**src/rtl/argmax_if.sv**
```systemverilog
// Handshake and data bundle between the PE-array control, the PE accumulators and the argmax stage.
interface argmax_if #(
    parameter int unsigned COLS                   = 16,
    parameter int unsigned ACCUMULATION_BIT_WIDTH = 24,
    parameter int unsigned INDEX_BIT_WIDTH        = 8
);
    localparam int unsigned TILE_W = INDEX_BIT_WIDTH - $clog2(COLS);

    logic                                     start;
    logic                                     first_tile;
    logic                                     last_tile;
    logic        [TILE_W-1:0]                 tile_index;
    logic signed [ACCUMULATION_BIT_WIDTH-1:0] col_accumulator [COLS];
    logic                                     busy;
    logic                                     done;
    logic        [INDEX_BIT_WIDTH-1:0]        argmax_index;
    logic signed [ACCUMULATION_BIT_WIDTH-1:0] argmax_value;

    modport master (
        output start, first_tile, last_tile, tile_index, col_accumulator,
        input  busy, done, argmax_index, argmax_value
    );

    modport slave (
        input  start, first_tile, last_tile, tile_index, col_accumulator,
        output busy, done, argmax_index, argmax_value
    );
endinterface

```
**src/rtl/argmax_unit.sv**
```systemverilog
// Sequential signed argmax over the PE-array column accumulators, scanning a few columns
// per cycle and keeping a running maximum across output tiles.
module argmax_unit #(
    parameter int unsigned COLS                   = 16,
    parameter int unsigned ACCUMULATION_BIT_WIDTH = 24,
    parameter int unsigned COMPARES_PER_CYCLE     = 4,
    parameter int unsigned INDEX_BIT_WIDTH        = 8
) (
    input logic     clk,
    input logic     rst,
    argmax_if.slave bus
);
    localparam int unsigned AW     = ACCUMULATION_BIT_WIDTH;
    localparam int unsigned IW     = INDEX_BIT_WIDTH;
    localparam int unsigned P      = COMPARES_PER_CYCLE;
    localparam int unsigned N      = COLS / COMPARES_PER_CYCLE;
    localparam int unsigned COL_W  = $clog2(COLS);
    localparam int unsigned TILE_W = IW - COL_W;
    localparam int unsigned GRP_W  = (N > 1) ? $clog2(N) : 1;

    localparam logic signed [AW-1:0] MOST_NEG = {1'b1, {(AW-1){1'b0}}};

    typedef enum logic {
        IDLE = 1'b0,
        SCAN = 1'b1
    } state_t;

    state_t                   state;
    logic        [GRP_W-1:0]  grp;
    logic                     last_q;
    logic        [TILE_W-1:0] tile_q;
    logic signed [AW-1:0]     best_val;
    logic        [IW-1:0]     best_idx;
    logic signed [AW-1:0]     snap [COLS];

    logic                     busy_q;
    logic                     done_q;
    logic        [IW-1:0]     index_q;
    logic signed [AW-1:0]     value_q;

    logic                     accept;
    logic                     last_grp;
    logic        [COL_W-1:0]  base_col;
    logic        [COL_W-1:0]  probe_col;
    logic        [COL_W-1:0]  grp_col;
    logic signed [AW-1:0]     grp_val;
    logic signed [AW-1:0]     next_val;
    logic        [IW-1:0]     next_idx;

    assign accept   = (state == IDLE) && bus.start;
    assign last_grp = (grp == GRP_W'(N - 1));

    // Group winner: strict '>' walking upward keeps the lowest column on ties.
    always_comb begin
        base_col  = COL_W'(32'(grp) * P);
        probe_col = base_col;
        grp_col   = base_col;
        grp_val   = snap[base_col];
        for (int j = 1; j < int'(P); j++) begin
            probe_col = base_col + COL_W'(j);
            if (snap[probe_col] > grp_val) begin
                grp_val = snap[probe_col];
                grp_col = probe_col;
            end
        end
    end

    // Running best only yields to a strictly greater value, so earlier classes win ties.
    always_comb begin
        next_val = best_val;
        next_idx = best_idx;
        if (grp_val > best_val) begin
            next_val = grp_val;
            next_idx = {tile_q, grp_col};
        end
    end

    // Accumulators are read only on the accept edge.
    always_ff @(posedge clk) begin
        if (accept) begin
            for (int c = 0; c < int'(COLS); c++) begin
                snap[c] <= bus.col_accumulator[c];
            end
        end
    end

    always_ff @(posedge clk or posedge rst) begin
        if (rst) begin
            state    <= IDLE;
            grp      <= '0;
            last_q   <= 1'b0;
            tile_q   <= '0;
            best_val <= MOST_NEG;
            best_idx <= '0;
            busy_q   <= 1'b0;
            done_q   <= 1'b0;
            index_q  <= '0;
            value_q  <= '0;
        end else begin
            done_q <= 1'b0;
            case (state)
                IDLE: begin
                    if (bus.start) begin
                        state  <= SCAN;
                        grp    <= '0;
                        busy_q <= 1'b1;
                        last_q <= bus.last_tile;
                        tile_q <= bus.tile_index;
                        if (bus.first_tile) begin
                            best_val <= MOST_NEG;
                            best_idx <= '0;
                        end
                    end
                end
                SCAN: begin
                    best_val <= next_val;
                    best_idx <= next_idx;
                    if (last_grp) begin
                        state  <= IDLE;
                        grp    <= '0;
                        busy_q <= 1'b0;
                        if (last_q) begin
                            done_q  <= 1'b1;
                            index_q <= next_idx;
                            value_q <= next_val;
                        end
                    end else begin
                        grp <= grp + GRP_W'(1);
                    end
                end
                default: state <= IDLE;
            endcase
        end
    end

    assign bus.busy         = busy_q;
    assign bus.done         = done_q;
    assign bus.argmax_index = index_q;
    assign bus.argmax_value = value_q;
endmodule
```
**src/flat_wrapper.sv**
```systemverilog
// flat-port wrapper written by rule: the top's interface ports become plain ports
module argmax_unit_flat 
#(
    parameter int unsigned COLS                   = 16,
    parameter int unsigned ACCUMULATION_BIT_WIDTH = 24,
    parameter int unsigned COMPARES_PER_CYCLE     = 4,
    parameter int unsigned INDEX_BIT_WIDTH        = 8
)
  (clk, rst, bus_start, bus_first_tile, bus_last_tile, bus_tile_index, bus_col_accumulator, bus_busy, bus_done, bus_argmax_index, bus_argmax_value);
  argmax_if #(.COLS(COLS), .ACCUMULATION_BIT_WIDTH(ACCUMULATION_BIT_WIDTH), .INDEX_BIT_WIDTH(INDEX_BIT_WIDTH)) bus_i ();
  input logic clk;
  input logic rst;
  input wire logic [$bits(bus_i.start)-1:0] bus_start;
  input wire logic [$bits(bus_i.first_tile)-1:0] bus_first_tile;
  input wire logic [$bits(bus_i.last_tile)-1:0] bus_last_tile;
  input wire logic [$bits(bus_i.tile_index)-1:0] bus_tile_index;
  input wire logic [$bits(bus_i.col_accumulator)-1:0] bus_col_accumulator;
  output wire logic [$bits(bus_i.busy)-1:0] bus_busy;
  output wire logic [$bits(bus_i.done)-1:0] bus_done;
  output wire logic [$bits(bus_i.argmax_index)-1:0] bus_argmax_index;
  output wire logic [$bits(bus_i.argmax_value)-1:0] bus_argmax_value;
  assign bus_i.start = bus_start;
  assign bus_i.first_tile = bus_first_tile;
  assign bus_i.last_tile = bus_last_tile;
  assign bus_i.tile_index = bus_tile_index;
  assign bus_i.col_accumulator = {>>{bus_col_accumulator}};
  assign bus_busy = bus_i.busy;
  assign bus_done = bus_i.done;
  assign bus_argmax_index = bus_i.argmax_index;
  assign bus_argmax_value = bus_i.argmax_value;
  argmax_unit #(.COLS(COLS), .ACCUMULATION_BIT_WIDTH(ACCUMULATION_BIT_WIDTH), .COMPARES_PER_CYCLE(COMPARES_PER_CYCLE), .INDEX_BIT_WIDTH(INDEX_BIT_WIDTH)) u_core (.clk(clk), .rst(rst), .bus(bus_i));
endmodule
```
**config.mk**
```make
export PLATFORM = sky130hd
export DESIGN_NAME = argmax_unit_flat
export DESIGN_NICKNAME = d
export VERILOG_FILES = /design/src/rtl/argmax_if.sv /design/src/rtl/argmax_unit.sv /design/src/flat_wrapper.sv
export SDC_FILE = /design/constraint.sdc
export NUM_CORES = 1
export LEC_CHECK = 0
export CAP_MARGIN = 20
export CORE_MARGIN = 1.5
export CORE_UTILIZATION = 55
export CTS_CLUSTER_SIZE = 10
export DETAILED_ROUTE_END_ITERATION = 8
export GPL_TIMING_DRIVEN = 0
export MAX_ROUTING_LAYER = met4
export PLACE_DENSITY = 0.81
export SYNTH_ARGS = -nofsm -noshare
export SYNTH_HDL_FRONTEND = slang
export SYNTH_SLANG_ARGS = --single-unit
```
**constraint.sdc**
```tcl
create_clock -name clk -period 36.7 [get_ports clk]
set_input_delay 5.505 -clock clk [delete_from_list [all_inputs] [get_ports clk]]
set_output_delay 5.505 -clock clk [all_outputs]
set_load 0.005 [all_outputs]
```
==> flow_summary.yaml <==
outcome:
  status: "finished clean"
clock_network:
  clk_latency_ns: 0.60
  cts_resized: 0
  cts_buffers: 52
  cts_tree: "yes"
  clockBufferDepth: 3
  ctsHoldBuffers: 0
  htreeDepth: 2
  clkSlewWorstSetupHoldPaths_ns: 0.06
  postCtsSetupBuffers: 0
  cts.sinks: 458
  ctsRootBufferMaster: "clkbuf_16"
critical_path:
  slowest_delay_ns: 0.75
  cp.required_ns: 37.15
  cpMostUsedCell: "a21o_1"
  crit_slowest_cell: "buf_1"
  cp-start-kind: "register"
  arrival_ns: 15.69
  end_kind: "register"
  critPathMaxFanout: 10
  path_class: "register to register"
grt:
  antenna_found_initial: 3
  grt_usage: 0.320
  grt_max_degree: 76
  gr-total-overflow: 0
  grt_pass1_vias: 14500
  grt_pass1_wl_um: 87200
synth:
  yosysUniqueCellTypes: 62
  synthesis.nets: 1814
  syn-cell-area_mm2: 0.0205
  yosys_register_bits: 458
  synth_warnings: 0
  synthCells: 1326
  yosysTopAreaCellShare: 0.564
  ys_top_cells_by_count: "edfxtp_1, mux4_2, ha_1"
  synth_most_common_cell: "edfxtp_1"
  synth_ff_type: "edfxtp_1"
  synth_area_leader_cell: "edfxtp_1"
  syn_area_per_cell_um2: 15.4
  synth-edff-count: 384
  async_flop_share: 0.162
  synthTopCellsByArea: "edfxtp_1, mux4_2, dfrtp_1"
  ys_seq_area_frac: 0.654
detailed_routing:
  vias_per_cell: 5.95
  avgRoutedWirePerCell_um: 25.4
  drc: 0
  drtIter0Drc: 1017
  drtAntennaViolNets: 0
  wirelength_um: 58500
  dr.pass1.iters: 5
  vias: 13700
floorplanning:
  die_height_um: 196
  start_util: 0.559
  die-area_mm2: 0.0384
  die_w_um: 196
  rows: 70
  core_mm2: 0.0366
  io_pins: 427
layout:
  utilization: 0.737
  area_delta_synth_final_pct: 31.9
  multiInputGateArea_mm2: 0.00650
  nets: 2302
  nFillCells: 2362
  regArea_mm2: 0.0134
  drive_gt1_frac: 0.107
sta:
  fin_crit_ns: 15.24
  grt_setup_unrepaired: "false"
  period_share: 0.415
  tns_ns: 0
  max_slew_margin: 0.306
  setup_slack_ns: 21.46
  tightest_slew_ns: 1.04
  fmax_mhz: 65.6
  setup_viol: 0
  slew_violations: 0
  hold_viol_final: 0
  skew_ns: 0.0125
min_path:
  hold_path.class: "register to register"
placed_design:
  place_hpwl_um: 44000
  pre_cts_ws_ns: 21.62
  numPortBuffers: 426
  routabilityCongestion: 0.991
flow_run:
  maxCapViolations: 0
-- metal layers --
metal | GRT usage | vias up | wire, um
met1 | 0.377 | 6772 | 21700
met2 | 0.556 | 668 | 30800
met4 | 0.109 | 0 | 1900
met3 | 0.0569 | 122 | 4120
li1 | - | 6160 | -
met5 | - | - | 0
-- kinds of logic after synthesis --
logic type,count (synthesis),share of synthesized area
adder cells (fa/ha/maj),95,0.0581
flip-flops,458,0.654
AO/OA/AOI/OAI,309,0.0977
AND/OR/NAND/NOR,198,0.0445
multiplexers,115,0.116
buffers and inverters,147,0.0279
XOR/XNOR,4,0.00171
-- stage by stage --
| stage | instance area (um^2) | hold slack [ns] | cells |
|---|---|---|---|
| after global placement | 25300 | 0.466 | 2220 |
| after floorplan | 20500 | 0.449 | 1326 |
| after global routing | 27000 | 0.497 | 2307 |
| final | 27000 | 0.485 | 2307 |
| after CTS | 27000 | 0.484 | 2303 |
| after detailed placement | 25500 | 0.471 | 2227 |
-- worst max-delay path, delay by kind of cell (launching register included) --
| family | cells | cell delay (ns) |
|---|---|---|
| muxes | 3 | 1.44 |
| DFF | 1 | 0.40 |
| adders and majority gates | 4 | 1.35 |
| buffers and inverters | 11 | 4.28 |
| AOI/OAI and AO/OA | 19 | 3.63 |
| and+or+nand+nor | 13 | 3.96 |
-- area by class of cell --
| type | count | area share |
|---|---|---|
| Antenna cell | 3 | 0.000278 |
| Buffer | 63 | 0.00964 |
| Clock buffer | 72 | 0.0522 |
| Clock inverter | 4 | 0.00218 |
| Inverter | 84 | 0.0118 |
| Multi-Input combinational cell | 721 | 0.241 |
| Sequential cell | 458 | 0.496 |
| Tap cell | 468 | 0.0217 |
| Timing Repair Buffer | 434 | 0.165 |
-- registers in the layout (all words and copies together), names as in the netlist --
register,cells
u_core.best_val,24
u_core.best_idx,8
u_core.bus.argmax_value,24
u_core.tile_q,4
u_core.bus.done,1
u_core.state,1
u_core.last_q,1
u_core.bus.argmax_index,8
u_core.bus.busy,1
u_core.grp,2
u_core.snap,384
-- placed cells by master, fill, tap and decap left out, drive strengths merged, types with 10 or more instances in the layout --
cell type        n
a211oi          10
a21o            31
a21oi           99
a22oi           19
a31oi           20
and2            14
buf             28
clkbuf         115
clkdlybuf4s50  426
dfrtp           73
edfxtp         384
ha              95
inv             83
mux2            11
mux4            96
nand2           87
nand3           10
nand4           18
nor2            42
o21a            10
o21ai           66
-- final timing paths --
check | startpoint | endpoint | slack [ns] | cells past startpoint
setup / recovery | u_core.grp[0] | u_core.best_val[6] | 21.46 | 50
hold reg to reg | u_core.best_val[16] | u_core.best_val[16] | 0.48 | 2
hold / removal | u_core.best_val[16] | u_core.best_val[16] | 0.48 | 2
max in group asynchronous | rst | u_core.best_val[23] | 30.87 | 3
min in group asynchronous | rst | u_core.bus.argmax_value[17] | 5.21 | 2
setup reg to reg | u_core.grp[0] | u_core.best_val[6] | 21.46 | 50
Power is not shown: default switching activity piles up to over one toggle a cycle in this logic, so the estimate is an artifact.
